<file path="src/rtl/dual_ram_clr_pkg.sv">
// ============================================================================
// Module  : dual_ram_clr_pkg
// Purpose : Shared types for the clearable dual-read RAM.
//           Holds the sequencer state encoding used by ram_clr_seq.
// Revision: 1.0 - initial release
// ============================================================================
`default_nettype none

package dual_ram_clr_pkg;

  // IDLE: normal read/write traffic. CLEAR: memory is being zeroed.
  typedef enum logic [0:0] {
    ST_IDLE  = 1'b0,
    ST_CLEAR = 1'b1
  } state_t;

endpackage : dual_ram_clr_pkg

`default_nettype wire

</file>
<file path="src/rtl/ram_clr_seq.sv">
// ============================================================================
// Module  : ram_clr_seq
// Purpose : Clear sequencer. Walks a counter over every address while in
//           CLEAR and decodes the status pulses.
// Ports   : clk, rst      - clock, synchronous active-high reset
//           clr           - start / restart a clear
//           we            - user write request (only used for we_drop)
//           busy          - high exactly while in CLEAR
//           done          - pulse on the final clear write
//           we_drop       - pulse when a user write is rejected
//           clr_addr      - address being zeroed this cycle
// Revision: 1.0 - initial release
// ============================================================================
`default_nettype none

module ram_clr_seq
  import dual_ram_clr_pkg::*;
#(
  parameter int ADDR_SIZE = 5
) (
  input  logic                 clk,
  input  logic                 rst,
  input  logic                 clr,
  input  logic                 we,
  output logic                 busy,
  output logic                 done,
  output logic                 we_drop,
  output logic [ADDR_SIZE-1:0] clr_addr
);

  // DEPTH-1 is all ones for a power-of-two depth.
  localparam logic [ADDR_SIZE-1:0] LAST = '1;

  state_t               state, state_nxt;
  logic [ADDR_SIZE-1:0] cnt, cnt_nxt;

  // State register
  always_ff @(posedge clk) begin
    if (rst) begin
      state <= ST_CLEAR;
      cnt   <= '0;
    end else begin
      state <= state_nxt;
      cnt   <= cnt_nxt;
    end
  end

  // Next-state logic
  always_comb begin
    state_nxt = state;
    cnt_nxt   = cnt;
    case (state)
      ST_IDLE: begin
        if (clr) begin
          state_nxt = ST_CLEAR;
          cnt_nxt   = '0;
        end
      end
      ST_CLEAR: begin
        if (clr) begin
          cnt_nxt = '0;                 // restart, no completion
        end else if (cnt == LAST) begin
          state_nxt = ST_IDLE;          // counter never wraps inside CLEAR
          cnt_nxt   = '0;
        end else begin
          cnt_nxt = cnt + ADDR_SIZE'(1);
        end
      end
      default: begin
        state_nxt = ST_CLEAR;
        cnt_nxt   = '0;
      end
    endcase
  end

  // Output decode
  always_comb begin
    busy     = (state == ST_CLEAR);
    // A restart or a reset on the last word means the clear is not complete.
    done     = busy && (cnt == LAST) && !clr && !rst;
    we_drop  = we && (busy || clr || rst);
    clr_addr = cnt;
  end

endmodule : ram_clr_seq

`default_nettype wire

</file>
<file path="src/rtl/dual_ram_clr.sv">
// ============================================================================
// Module  : dual_ram_clr
// Purpose : 2**ADDR_SIZE x DATA_SIZE RAM with one write / two combinational
//           read ports, optional write-to-read forwarding and a whole-array
//           clear sequence.
// Ports   : CLK, RST      - clock, synchronous active-high reset
//           ADRX          - write address and port-X read address
//           ADRY          - port-Y read address
//           DIN, WE       - write data / write request
//           CLR           - start (or restart) a full clear
//           DX_OUT,DY_OUT - read data for ADRX / ADRY
//           BUSY          - clear in progress
//           DONE          - pulse on the last clear write
//           WE_DROP       - pulse when a write is rejected
// Revision: 1.0 - initial release
// ============================================================================
`default_nettype none

module dual_ram_clr #(
  parameter int ADDR_SIZE = 5,
  parameter int DATA_SIZE = 8,
  parameter int BYPASS    = 1
) (
  input  logic                 CLK,
  input  logic                 RST,
  input  logic [ADDR_SIZE-1:0] ADRX,
  input  logic [ADDR_SIZE-1:0] ADRY,
  input  logic [DATA_SIZE-1:0] DIN,
  input  logic                 WE,
  input  logic                 CLR,
  output logic [DATA_SIZE-1:0] DX_OUT,
  output logic [DATA_SIZE-1:0] DY_OUT,
  output logic                 BUSY,
  output logic                 DONE,
  output logic                 WE_DROP
);

  localparam int DEPTH = 2 ** ADDR_SIZE;

  // Zero-initialised so simulation starts from a known array.
  logic [DATA_SIZE-1:0] mem [DEPTH] = '{default: '0};

  logic [ADDR_SIZE-1:0] clr_addr;
  logic                 busy;
  logic                 user_wr;
  logic                 fwd;

  ram_clr_seq #(
    .ADDR_SIZE (ADDR_SIZE)
  ) u_seq (
    .clk      (CLK),
    .rst      (RST),
    .clr      (CLR),
    .we       (WE),
    .busy     (busy),
    .done     (DONE),
    .we_drop  (WE_DROP),
    .clr_addr (clr_addr)
  );

  assign BUSY    = busy;
  // A user write is accepted only in IDLE with no clear request and no reset.
  assign user_wr = WE && !CLR && !RST && !busy;
  assign fwd     = (BYPASS != 0) && user_wr;

  // Single write port shared between the clear walker and user writes.
  always @(posedge CLK) begin
    if (busy) begin
      mem[clr_addr] <= '0;
    end else if (user_wr) begin
      mem[ADRX] <= DIN;
    end
  end

  always_comb begin
    DX_OUT = mem[ADRX];
    DY_OUT = mem[ADRY];
    if (RST || busy) begin
      DX_OUT = '0;
      DY_OUT = '0;
    end else if (fwd) begin
      DX_OUT = DIN;
      if (ADRY == ADRX) begin
        DY_OUT = DIN;
      end
    end
  end

endmodule : dual_ram_clr

`default_nettype wire
</file>
<file path="config.mk">
export PLATFORM = sky130hd
export DESIGN_NAME = dual_ram_clr
export DESIGN_NICKNAME = d
export VERILOG_FILES = /design/src/rtl/dual_ram_clr_pkg.sv /design/src/rtl/ram_clr_seq.sv /design/src/rtl/dual_ram_clr.sv
export SDC_FILE = /design/constraint.sdc
export NUM_CORES = 1
export LEC_CHECK = 0
export ABC_AREA = 1
export CAP_MARGIN = 20
export CORE_MARGIN = 10
export CORE_UTILIZATION = 40
export CTS_BUF_LIST = sky130_fd_sc_hd__clkbuf_2
export DETAILED_ROUTE_END_ITERATION = 10
export DONT_BUFFER_PORTS = 1
export GPL_ROUTABILITY_DRIVEN = 0
export PLACE_DENSITY = 0.52
export SYNTH_ARGS = -nofsm -noshare
export SYNTH_HDL_FRONTEND = slang
export SYNTH_HIERARCHICAL = 1
export SYNTH_SLANG_ARGS = --single-unit
</file>
<file path="constraint.sdc">
create_clock -name CLK -period 3.25 [get_ports CLK]
set_input_delay 0.65 -clock CLK [delete_from_list [all_inputs] [get_ports CLK]]
set_output_delay 0.65 -clock CLK [all_outputs]
set_load 0.02 [all_outputs]
</file>
Word level (Yosys, flattened, before mapping)
Memory sizes are Yosys's and may differ from the RTL's.
Cells that the tools add are included.
{ "totals": {"inputBits": 22, "ramBits": 256, "ff_bits": 6, "memories": 1, "out_inout_bits": 19} }
{ "mem_list": {"columns": ["memory", "depth", "word_bits", "rd", "rd_clocked_by_memory_dff", "write_ports", "line", "rtl"], "rows": [
  ["mem", 32, 8, 2, 0, 1, "dual_ram_clr.sv:41", "logic [DATA_SIZE-1:0] mem [DEPTH] = '{default: '0};"]
]} }
{ "classes": {"reduce_logical": 14, "n_addsub": 1, "muxes": 21, "n_eq_ne": 3, "bitwise": 1} }
{ "ops": {"columns": ["operator", "count"], "rows": [
  ["$mux 8", 6],
  ["$mux 5", 4],
  ["$pmux 5 s2", 1],
  ["$mux 1", 9],
  ["$reduce_or 8->1", 1],
  ["$logic_and 1x1->1", 7],
  ["$add 5x1->5 const B", 1],
  ["$eq 5x5->1", 1],
  ["$eq 5x5->1 const B", 1],
  ["$logic_not 1->1", 3],
  ["$logic_or 1x1->1", 3],
  ["$ne 2x2->1 const B", 1],
  ["$pmux 1 s2", 1],
  ["$not 1->1", 1]
]} }

Longest topological paths before layout
Gate-level depths: netlist of the first run.
{ "logic_depth": {"depth_word": 9, "mapped_depth": 13, "depth_no_buf": 11} }

Hierarchy
The synthesis of the first run kept the hierarchy.
{ "modules_own_cells": {"columns": ["module", "area_each_um2", "instances", "cells_each"], "rows": [
  ["dual_ram_clr", 13676.9, 1, 1654],
  ["ram_clr_seq", 319.1, 1, 46]
]} }

Worst setup path after synthesis of the first run
Ideal clock, no wire load.
{ "synth_timing": {"path_kind": "input-to-output", "start": "input port WE", "end": "output port DX_OUT[3]", "path_buffers": 2, "arrival_ns": 2.648, "path_slack_ns": -0.048, "cell_stages": 10, "cell_sequence": "inv_1 > nor2_2 > nand2_1 > nor2_4 > inv_2 > buf_6 > buf_2 > nor2_1 > inv_1 > a21oi_1"} }
{ "synth_between": {"elab_chain_cells": 5} }
{ "synth_lines": {"columns": ["item", "line", "rtl"], "rows": [
  ["from (decl)", "dual_ram_clr.sv:29", "input logic WE,"],
  ["$logic_and 1x1->1 (3 in a row)", "dual_ram_clr.sv:63", "assign user_wr = WE && !CLR && !RST && !busy;"],
  ["$mux 8", "dual_ram_clr.sv:81", "end else if (fwd) begin"],
  ["$mux 8", "dual_ram_clr.sv:78", "if (RST || busy) begin"],
  ["to (decl)", "dual_ram_clr.sv:31", "output logic [DATA_SIZE-1:0] DX_OUT,"]
]} }
No other way between the ends.

Worst setup path in the final report of the first run
{ "layout_timing": {"start": "register u_seq.state, in the netlist u_seq/busy", "end": "output port DY_OUT[2]"} }
{ "layout_between": {"elab_chain_cells": 4, "elab_cells_between_ends": 5, "cone_classes": "mux (2); reduce/logical (3)"} }
{ "layout_lines": {"columns": ["item", "line", "rtl"], "rows": [
  ["from (decl)", "ram_clr_seq.sv:34", "state_t state, state_nxt;"],
  ["from (signal assigned)", "ram_clr_seq.sv:43", "state <= state_nxt;"],
  ["$logic_not 1->1", "dual_ram_clr.sv:63", null],
  ["$logic_and 1x1->1", "dual_ram_clr.sv:63", null],
  ["$mux 8", "dual_ram_clr.sv:81", null],
  ["$mux 8 (*)", "dual_ram_clr.sv:78", null],
  ["to (decl)", "dual_ram_clr.sv:32", "output logic [DATA_SIZE-1:0] DY_OUT,"]
]} }
Every way passes the cells marked *; elsewhere a longest branch is shown, timed or not.

==> results.md, run 1 <==
* Worst Path Class, Setup: reg2out
* Die Ht at 207 um
* Area delta synth->final at 11.8%
* Arrival time at the worst endpoint at 2460 ps
* Max Clock Freq at 321 MHz
* DR top layer: met4
* Outcome: finished, final reports clean
* H-tree depth reported by CTS at 3
* Core area at 34500 um2
* Synthesized instance count at 1700
* Largest net degree at the start of global routing at 139
* Pwr Total at 6.79 mW
* Vias in the first global route at 11700
* Yosys top cell area share at 54.9%
* Total gr overflow at 0
* Final Hold Viols at 0
* Rel. slew slack at 51.4%
* Post-Route M1 WL at 20.4 mm
* Clock buffer depth at 3
* Final net count at 1777
* Max Cap Viol at 0
* Wire length per cell at 21.7 um
* Final setup fails at 0
* Inst Count DP at 2120
* GRT Overall Usage at 21.9%
* Largest area contributor in the netlist: edfxtp_1
* DRC Markers at 0
* TNS Setup at 0 ps
* Largest cells by area after synthesis: edfxtp_1, nand2_1, nand3_1
* Clk slew on worst S/H paths at 100 ps
* Initial antenna violation count at 1
* Clock sinks at 262
* Clk_lat worst skew at 960 ps
* DP Wirelength at 28.5 mm
* First-pass GRT wire length at 72.6 mm
* Worst vdd ir at 0.199 mV
* # rows at 68
* CP max FO at 4
* Leak Pwr at 6.65 nW
* Worst EP required at 2600 ps
* Pre-antenna DRT Iters at 5
* DR WL met2 at 22.7 mm
* FILL cells at 3487
* Synth unique cells at 31
* Post-Layout Cell Count at 2265
* Cts bufs inserted at 75
* Post-DRT Antenna Nets at 0
* CTS tree: done
* CTS Root Cell: clkbuf_2
* Slew Viols, Final at 0
* Seq cells post-synth at 262
* I/O pins at 41
* YS warnings at 6
* Final WL at 49.2 mm
* Layout cell share with drive strength beyond 1 at 14.0%
* Syn Nets at 1725
* Die width at 207 um
* Vias post-DR at 12400
* HP Class: in2reg
* Initial Util at 40.5%
* Final Cycle Share at 95.7%
* Final min period at 3110 ps
* Post-synthesis sequential area ratio at 55.8%
* DRT iter0 DRCs at 1279
* Pwr Density at 434 nW/um2
* Mapped Area at 14000 um2
* Worst-margin pin slew at 727 ps
* Via/cell ratio at 5.46
* Met3 WL at 4.32 mm
* Crit path launch type: flop
* IO Port Bufs at 0
* Die area at 42900 um2
* CP Capture Type: primary output
* Mean Syn Cell Area at 8.23 um2
* Clk_skew at 73.6 ps
## worst paths after layout
check | start | endpoint | slack (ps) | cells after the start
max | u_seq/busy$_SDFF_PP1_ | DY_OUT[2] | 140 | 8
min reg2reg | u_seq/clr_addr[3]$_SDFFE_PP0P_ | u_seq/clr_addr[3]$_SDFFE_PP0P_ | 510 | 2
max reg2reg | u_seq/busy$_SDFF_PP1_ | mem[7][7]$_DFFE_PP_ | 990 | 8
min | DIN[4] | mem[21][4]$_DFFE_PP_ | 120 | 2
## where the power goes
group,switching (mW),internal [mW]
Sequential,0.0113,3.67
Combinational,0.395,0.196
Clock,1.47,1.04
## Yosys cell counts
master / number
nand2_1: 612
nand3_1: 296
edfxtp_1: 256
nor2_1: 210
o21ai_0: 83
buf_2: 60
inv_1: 56
clkbuf_1: 26
buf_1: 18
a21oi_1: 16
o211ai_1: 13
inv_2: 12
dfxtp_1: 6
buf_4: 5
nand3_2: 4
nor2_2: 4
ha_1: 3
o21ai_2: 3
clkinv_1: 2
o21ai_1: 2
or2_2: 2
xnor2_1: 2
a21oi_2: 1
buf_6: 1
nand4_1: 1
nor2_4: 1
nor3_1: 1
nor3_2: 1
nor3_4: 1
o21ai_4: 1
xor2_1: 1
## state kept, by name, summed over array words and instances (netlist names)
name / cells
mem: 256
u_seq/busy: 1
u_seq/clr_addr: 5
## layout make-up
type                       instances  area [um2]  area share [%]
clock inverter                    28         171            1.10
antenna                            1        2.50          0.0160
timing repair buffer              84         771            4.93
multi-input combinational       1258        5500            35.1
clock buffer                     106         531            3.39
inverter                          70         284            1.82
timing repair inverter             1        8.76          0.0560
tap                              455         569            3.64
sequential                       262        7810            49.9
## through the flow
| step | worst slack (ps) | utilization, % | cell area [um2] | hold slack, ps |
|---|---|---|---|---|
| 2_1_floorplan | -48.3 | - | 14000 | 479 |
| 3_3_place_gp | 371 | 42.6 | 14700 | 502 |
| 3_5_place_dp | 345 | 42.6 | 14700 | 497 |
| 4_1_cts | -14.5 | 44.9 | 15500 | 55.6 |
| 5_1_grt | -26.7 | 45.3 | 15600 | 88.0 |
| 6_report | 139 | 45.3 | 15600 | 122 |
## timing repair
item / 4_1_cts / 5_1_grt
pin swaps: 1 / 5
gates cloned: 0 / 1
hold buffers: 3 / 0
setup endpoints to repair: 13 / 13
gates resized for setup: 4 / 32
hold endpoints to repair: 6 / 0
buffers inserted: 2 / 4
## layer usage
| layer | up-vias | track usage (%) |
|---|---|---|
| met5 | - | 0 |
| met4 | 0 | 9.51 |
| met3 | 111 | 4.63 |
| met2 | 617 | 34.8 |
| met1 | 5833 | 28.4 |
| li1 | 5817 | - |
## worst max-delay path, cell delays in order (launching register included)
cell and delay (ps):
dfxtp_4 370, nor2_4 190, buf_12 140, nand2_4 50
nor3_4 310, inv_2 110, nand3_1 110, nand2_2 90
inv_2 120
## kinds of logic (layout without fill, tap and decap cells)
kind of cell	count (synthesis)	in the layout	share of synthesized area (%)
buffers and inverters	180	289	5.55
flip-flops	262	262	55.8
XOR/XNOR	3	3	0.188
other	0	1	0
adder cells (fa/ha/maj)	3	3	0.268
AO/OA/AOI/OAI	119	119	4.68
AND/OR/NAND/NOR	1133	1133	33.5
## layout by cell type, fill, tap and decap left out, types with 14 or more instances in the layout
cell type	n
buf_4	69
nand3_1	291
inv_1	50
nor2_1	204
clkbuf_2	106
clkinv_1	23
nand2_1	607
edfxtp_1	256
inv_2	14
o21ai_0	83
No activity file was read; power rests on OpenSTA's default activity.
==> run 2: changes to the inputs <==
- CORE_UTILIZATION: 40 -> 35
- CTS_BUF_LIST: sky130_fd_sc_hd__clkbuf_2 -> sky130_fd_sc_hd__clkbuf_8 sky130_fd_sc_hd__clkbuf_16
- PLACE_DENSITY: 0.52 -> 0.47
- SLEW_MARGIN: default -> 20
==> results.md, run 2 (synthesis gave the netlist of run 1 again) <==
* Die Ht at 220 um (was 207 um)
* CP max FO at 132 (was 4)
* Largest net degree at the start of global routing at 139 (unchanged)
* Sequential share of power at 49.3% (was 54.2%)
* Clk slew on worst S/H paths at 50 ps (was 100 ps)
* GRT Overall Usage at 20.5% (was 21.9%)
* Clock buffer depth at 3 (unchanged)
* Die area at 48400 um2 (was 42900 um2)
* Most used cell, CP: nand3_1 (was inv_2)
* Biggest register: mem (unchanged)
* Clk_lat worst skew at 580 ps (was 960 ps)
* CTS Root Cell: clkbuf_16 (was clkbuf_2)
* IO Port Bufs at 0 (unchanged)
* Internal Pwr Total at 5.67 mW (was 4.91 mW)
* Core area at 39600 um2 (was 34500 um2)
* Layout cell share with drive strength beyond 1 at 8.93% (was 14.0%)
* Sequential cell area at 7810 um2 (about the same)
* DRC Markers at 0 (unchanged)
* CTS tree: done (unchanged)
* Max Cap Viol at 0 (unchanged)
* TNS Setup at 0 ps (unchanged)
* Delay of the slowest critical-path stage at 300 ps (was 370 ps)
* R2R Setup Slk at 790 ps (was 990 ps)
* Logic pwr share at 8.1% (was 8.7%)
* HP Class: in2reg (unchanged)
* # hold bufs at CTS at 0 (was 3)
* Pre-antenna DRT Iters at 5 (unchanged)
* Post-DRT Antenna Nets at 0 (unchanged)
* Diodes inserted at 0 (was 1)
* Final Hold Viols at 0 (unchanged)
* Clk_skew at 14.1 ps (was 73.6 ps)
* Clk pwr share at 42.6% (was 37.1%)
* Area delta synth->final at 12.9% (was 11.8%)
* Rel. slew slack at 32.2% (was 51.4%)
* Sw frac at 24.3% (was 27.7%)
* # rows at 73 (was 68)
* Via/cell ratio at 5.34 (was 5.46)
* Final Cycle Share at 97.6% (was 95.7%)
* Arrival time at the worst endpoint at 2520 ps (was 2460 ps)
* Vias post-DR at 12000 (was 12400)
* Most common cell after layout, fill and taps aside: nand2_1 (unchanged)
* H-tree depth reported by CTS at 1 (was 3)
* Worst-margin pin slew at 1010 ps (was 727 ps)
* Wire length per cell at 22.6 um (was 21.7 um)
* DP Wirelength at 30.8 mm (was 28.5 mm)
* RSZ-0062 raised after global routing: false
* Initial antenna violation count at 0 (was 1)
* Slowest CP cell: buf_4 (was dfxtp_4)
* Slew Viols, Final at 0 (unchanged)
* CP startpoint: ADRX[0] (was u_seq/busy$_SDFF_PP1_)
* Worst R2R End: mem[19][5]$_DFFE_PP_ (was mem[7][7]$_DFFE_PP_)
* Clock sinks at 262 (unchanged)
* Total gr overflow at 0 (unchanged)
* Crit path launch type: input port (was flop)
* CP Capture Type: primary output (unchanged)
* Sw Pwr at 1.82 mW (was 1.88 mW)
* Leak Pwr at 6.54 nW (was 6.65 nW)
* DRT iter0 DRCs at 1159 (was 1279)
* Cts bufs inserted at 31 (was 75)
* Worst EP required at 2600 ps (about the same)
* Multi-input gate area at 5420 um2 (was 5500 um2)
* Most frequent cells in the layout: nand2_1, nand3_1, edfxtp_1 (unchanged)
* R2R depth at 8 (unchanged)
* Max reg flops at 256 (unchanged)
* Vias in the first global route at 11800 (was 11700)
* CP endpoint: DX_OUT[3] (was DY_OUT[2])
* Critical-path cell list: inv_4, buf_4, nand2_1, nand3_1, nand2_1, nand2_1, nand3_1, nand3_1, nand3_1, a21oi_1, buf_4, buf_4 (was nor2_4, buf_12, nand2_4, nor3_4, inv_2, nand3_1, nand2_2, inv_2)
* Max Clock Freq at 315 MHz (was 321 MHz)
* Final min period at 3170 ps (was 3110 ps)
* I/O pins at 41 (unchanged)
* Initial Util at 35.3% (was 40.5%)
* Final WL at 50.7 mm (was 49.2 mm)
* FILL cells at 3983 (was 3487)
* Final net count at 1726 (was 1777)
* Worst vdd ir at 0.363 mV (was 0.199 mV)
* Reg-to-reg startpoint: u_seq/busy$_SDFF_PP1_ (unchanged)
* Pwr Density at 474 nW/um2 (was 434 nW/um2)
* First-pass GRT wire length at 74.3 mm (was 72.6 mm)
* Final setup fails at 0 (unchanged)
* Die width at 220 um (was 207 um)
* Worst Path Class, Setup: in2out (was reg2out)
* Outcome: finished, final reports clean (unchanged)
* Pwr Total at 7.49 mW (was 6.79 mW)
run 2: cell types whose count changed in the layout (fill, tap and decap cells not counted), sizes merged, moves of 2 or more:
cell | previous run | this run
clkbuf | 106 | 32
buf | 81 | 77
clkinv | 27 | 23
dlygate4sd3 | 3 | 0
inv | 68 | 71
clkinvlp | 2 | 0
run 2: worst min-delay path by stage:
stage	startpoint	to	slack, ps	depth (start not counted)
2_1_floorplan	u_seq/clr_addr[3]$_SDFFE_PP0P_	u_seq/clr_addr[3]$_SDFFE_PP0P_	480	2
3_3_place_gp	u_seq/clr_addr[3]$_SDFFE_PP0P_	u_seq/clr_addr[3]$_SDFFE_PP0P_	570	2
3_5_place_dp	u_seq/clr_addr[3]$_SDFFE_PP0P_	u_seq/clr_addr[3]$_SDFFE_PP0P_	560	2
4_1_cts	RST	u_seq/busy$_SDFF_PP1_	220	2
5_1_grt	RST	u_seq/busy$_SDFF_PP1_	230	2
6_report	RST	u_seq/busy$_SDFF_PP1_	250	2
run 2: through the flow:
step,utilization [%],std cells,worst slack [ps],hold slack [ps],area [um2]
floorplan,-,1700,-48.3,479,14000
global placement,37.5,2192,139,572,14900
CTS,39.8,2248,136,218,15800
global route,39.9,2249,2.08,231,15800
detailed placement,37.5,2192,143,564,14900
finish,39.9,2249,78.1,246,15800
run 2: power by group through the flow:
stage | sequential (mW) | combinational [mW] | clock, mW
4_1_cts | 3.69 | 0.594 | 3.23
2_1_floorplan | 3.76 | 0.469 | 0
6_report | 3.69 | 0.608 | 3.19
3_5_place_dp | 3.76 | 0.591 | 0
5_1_grt | 3.69 | 0.665 | 3.38
3_3_place_gp | 3.76 | 0.589 | 0
run 2: area by class of cell:
class	instances	area share, %
flip-flops and latches	262	49.4
multi-input cells	1258	34.3
clock buffers	31	4.91
repair buffers	78	4.66
well taps	525	4.16
inverters	70	1.69
clock inverters	25	0.855
run 2: metal layers:
| metal | GRT usage (%) | wire length [um] | vias to the layer above |
|---|---|---|---|
| met5 | 0 | 0 | - |
| met4 | 8.42 | 1960 | 0 |
| met3 | 3.33 | 3720 | 93 |
| met2 | 33.2 | 23300 | 493 |
| met1 | 26.8 | 21800 | 5769 |
| li1 | - | - | 5665 |
run 2: timing repair:
item	4_1_cts	5_1_grt
buffers inserted	0	0
gates resized for setup	0	1
setup endpoints to repair	0	1
run 2: worst max-delay path: cells and delay by family:
family | cells | cell delay, ps
and+or+nand+nor | 7 | 670
buffers and inverters | 4 | 870
AOI/OAI and AO/OA | 1 | 270
==> run 3: changes to the inputs <==
- ABC_AREA: 1 -> default
==> results.md, run 3 <==
* Final Hold Viols at 0 (unchanged)
* HP Class: in2reg (unchanged)
* Most frequent cells in the layout: edfxtp_1, mux4_2, buf_4 (was nand2_1, nand3_1, edfxtp_1)
* Clk_lat worst skew at 550 ps (was 580 ps)
* Largest cells by area after synthesis: edfxtp_1, mux4_2, mux2i_1 (was edfxtp_1, nand2_1, nand3_1)
* Worst EP required at 2600 ps (about the same)
* Crit path launch type: flop (was input port)
* Area delta synth->final at 13.9% (was 12.9%)
* Worst Path Class, Setup: reg2out (was in2out)
* DRT iter0 DRCs at 854 (was 1159)
* Leak Pwr at 4.37 nW (was 6.54 nW)
* Arrival time at the worst endpoint at 2590 ps (was 2520 ps)
* Initial Util at 35.3% (about the same)
* Cts bufs inserted at 29 (was 31)
* Pre-antenna DRT Iters at 5 (unchanged)
* Final setup fails at 0 (unchanged)
* Clock buffer depth at 3 (unchanged)
* Most common cell in the synthesized netlist: edfxtp_1 (was nand2_1)
* Largest area contributor in the netlist: edfxtp_1 (unchanged)
* Via/cell ratio at 5.88 (was 5.34)
* Worst R2R End: mem[27][5]$_DFFE_PP_ (was mem[19][5]$_DFFE_PP_)
* TNS Setup at 0 ps (unchanged)
* Inst Count DP at 1218 (was 2192)
* DRC Markers at 0 (unchanged)
* Synthesized instance count at 734 (was 1700)
* RSZ-0062 raised after global routing: false (unchanged)
* R2R Setup Slk at 770 ps (was 790 ps)
* # hold bufs at CTS at 0 (unchanged)
* Clock sinks at 262 (unchanged)
* Seq cells post-synth at 262 (unchanged)
* Mean Syn Cell Area at 17.6 um2 (was 8.23 um2)
* CP max FO at 2 (was 132)
* Final WL at 37.9 mm (was 50.7 mm)
* Primary FF master, synth: edfxtp_1 (unchanged)
* Largest net degree at the start of global routing at 81 (was 139)
* Clk slew on worst S/H paths at 60 ps (was 50 ps)
* Async SR Flop Fraction at 0% (unchanged)
* Die Ht at 212 um (was 220 um)
* Max Cap Viol at 0 (unchanged)
* Post-synthesis sequential area ratio at 60.5% (was 55.8%)
* Final net count at 811 (was 1726)
* Worst vdd ir at 0.439 mV (was 0.363 mV)
* Initial antenna violation count at 0 (unchanged)
* Biggest register: mem (unchanged)
* GRT Overall Usage at 16.7% (was 20.5%)
* Final min period at 3240 ps (was 3170 ps)
* Clk_skew at 6.21 ps (was 14.1 ps)
* YS warnings at 6 (unchanged)
* Max Clock Freq at 309 MHz (was 315 MHz)
* Wire length per cell at 29.7 um (was 22.6 um)
* Rel. slew slack at 16.4% (was 32.2%)
* Vias in the first global route at 7587 (was 11800)
* Most common cell after layout, fill and taps aside: edfxtp_1 (was nand2_1)
* I/O pins at 41 (unchanged)
* Reg-to-reg startpoint: u_seq/busy$_SDFF_PP1_ (unchanged)
* EDFF count, synth at 256 (unchanged)
* CTS tree: done (unchanged)
* Layout cell share with drive strength beyond 1 at 29.8% (was 8.93%)
* DP Wirelength at 25.1 mm (was 30.8 mm)
* Worst-margin pin slew at 1250 ps (was 1010 ps)
* Yosys top cell area share at 59.6% (was 54.9%)
* Syn Nets at 759 (was 1725)
* Most frequent cells after synthesis: edfxtp_1, mux4_2, mux2i_1, nor2_1, nand2_1 (was nand2_1, nand3_1, edfxtp_1, nor2_1, o21ai_0)
* Pre-CTS WS at 144 ps (was 143 ps)
* Slew Viols, Final at 0 (unchanged)
* Diodes inserted at 0 (unchanged)
* Pwr Density at 490 nW/um2 (was 474 nW/um2)
* Outcome: finished, final reports clean (unchanged)
* Core area at 36500 um2 (was 39600 um2)
* Synth unique cells at 53 (was 31)
* IO Port Bufs at 0 (unchanged)
* R2R depth at 7 (was 8)
* Final hold slack at 232 ps (was 246 ps)
* Pwr Total at 7.20 mW (was 7.49 mW)
* Vias post-DR at 7509 (was 12000)
* Max reg flops at 256 (unchanged)
* CP Capture Type: primary output (unchanged)
* Final Cycle Share at 99.5% (was 97.6%)
* Total gr overflow at 0 (unchanged)
* # rows at 70 (was 73)
* Worst Hold End: u_seq/busy$_SDFF_PP1_ (unchanged)
* Setup ws final at 14.6 ps (was 78.1 ps)
* Hold depth at 2 (unchanged)
* CTS Root Cell: clkbuf_16 (unchanged)
* Die width at 212 um (was 220 um)
* Die area at 44900 um2 (was 48400 um2)
* Hold path start: RST (unchanged)
* Mapped Area at 12900 um2 (was 14000 um2)
* Post-Layout Cell Count at 1276 (was 2249)
* H-tree depth reported by CTS at 1 (unchanged)
* Post-DRT Antenna Nets at 0 (unchanged)
* First-pass GRT wire length at 54.5 mm (was 74.3 mm)
[run 3: layer usage]
metal / share of wire [%] / track usage (%)
met1: 42 / 22.6
met2: 48 / 27.5
met3: 7.6 / 3.15
met4: 1.9 / 3.69
met5: 0 / 0
[run 3: timing repair]
| action | 4_1_cts | 5_1_grt |
|---|---|---|
| setup buffers | 2 | 3 |
| setup endpoints to repair | 5 | 13 |
| resized for setup | 3 | 10 |
| pin swaps | 2 | 2 |
| hold endpoints to repair | 0 | 0 |
[run 3: per-stage QoR]
stage          util (%)  cell area (um2)
3_5_place_dp       37.4            13700
2_1_floorplan         -            12900
6_report           40.2            14700
3_3_place_gp       37.4            13700
4_1_cts            40.0            14600
5_1_grt            40.2            14700
[run 3: how the worst max path moves through the flow]
stage          slack (ps)         to                   from
2_1_floorplan          40  DX_OUT[0]                    RST
3_3_place_gp          210  DY_OUT[1]                ADRY[2]
3_5_place_dp          140  DY_OUT[6]                ADRY[2]
4_1_cts                10  DX_OUT[4]  u_seq/busy$_SDFF_PP1_
5_1_grt                 2  DY_OUT[1]  u_seq/busy$_SDFF_PP1_
6_report               10  DY_OUT[2]   mem[14][2]$_DFFE_PP_
[run 3: cell type report]
| cell class | count | area, um2 |
|---|---|---|
| Fill cell | 3307 | 21800 |
| Sequential cell | 262 | 7810 |
| Clock buffer | 29 | 726 |
| Clock inverter | 24 | 219 |
| Tap cell | 468 | 586 |
| Timing Repair Buffer | 71 | 549 |
| Multi-Input combinational cell | 414 | 4770 |
| Inverter | 8 | 30.0 |
[run 3: cell families after synthesis]
logic type / after synthesis / synth area share (%)
flops: 262 / 60.5
mux: 189 / 26.6
buf+inv: 58 / 2.86
compound gates: 91 / 4.88
xor+xnor: 5 / 0.340
simple gates: 126 / 4.49
fa+ha+maj: 3 / 0.291
[run 3: worst max-delay path, stage by stage, from the launching register on]
cell and delay [ps]:
edfxtp_1 390, mux4_1 540, mux4_2 550, o21ai_1 280, o21ai_1 110, buf_4 160
[run 3: power breakdown]
group | switching, mW | total [mW] | internal, mW
clock | 1.32 | 3.25 | 1.93
sequential | 0.00847 | 3.68 | 3.67
combinational | 0.123 | 0.274 | 0.151
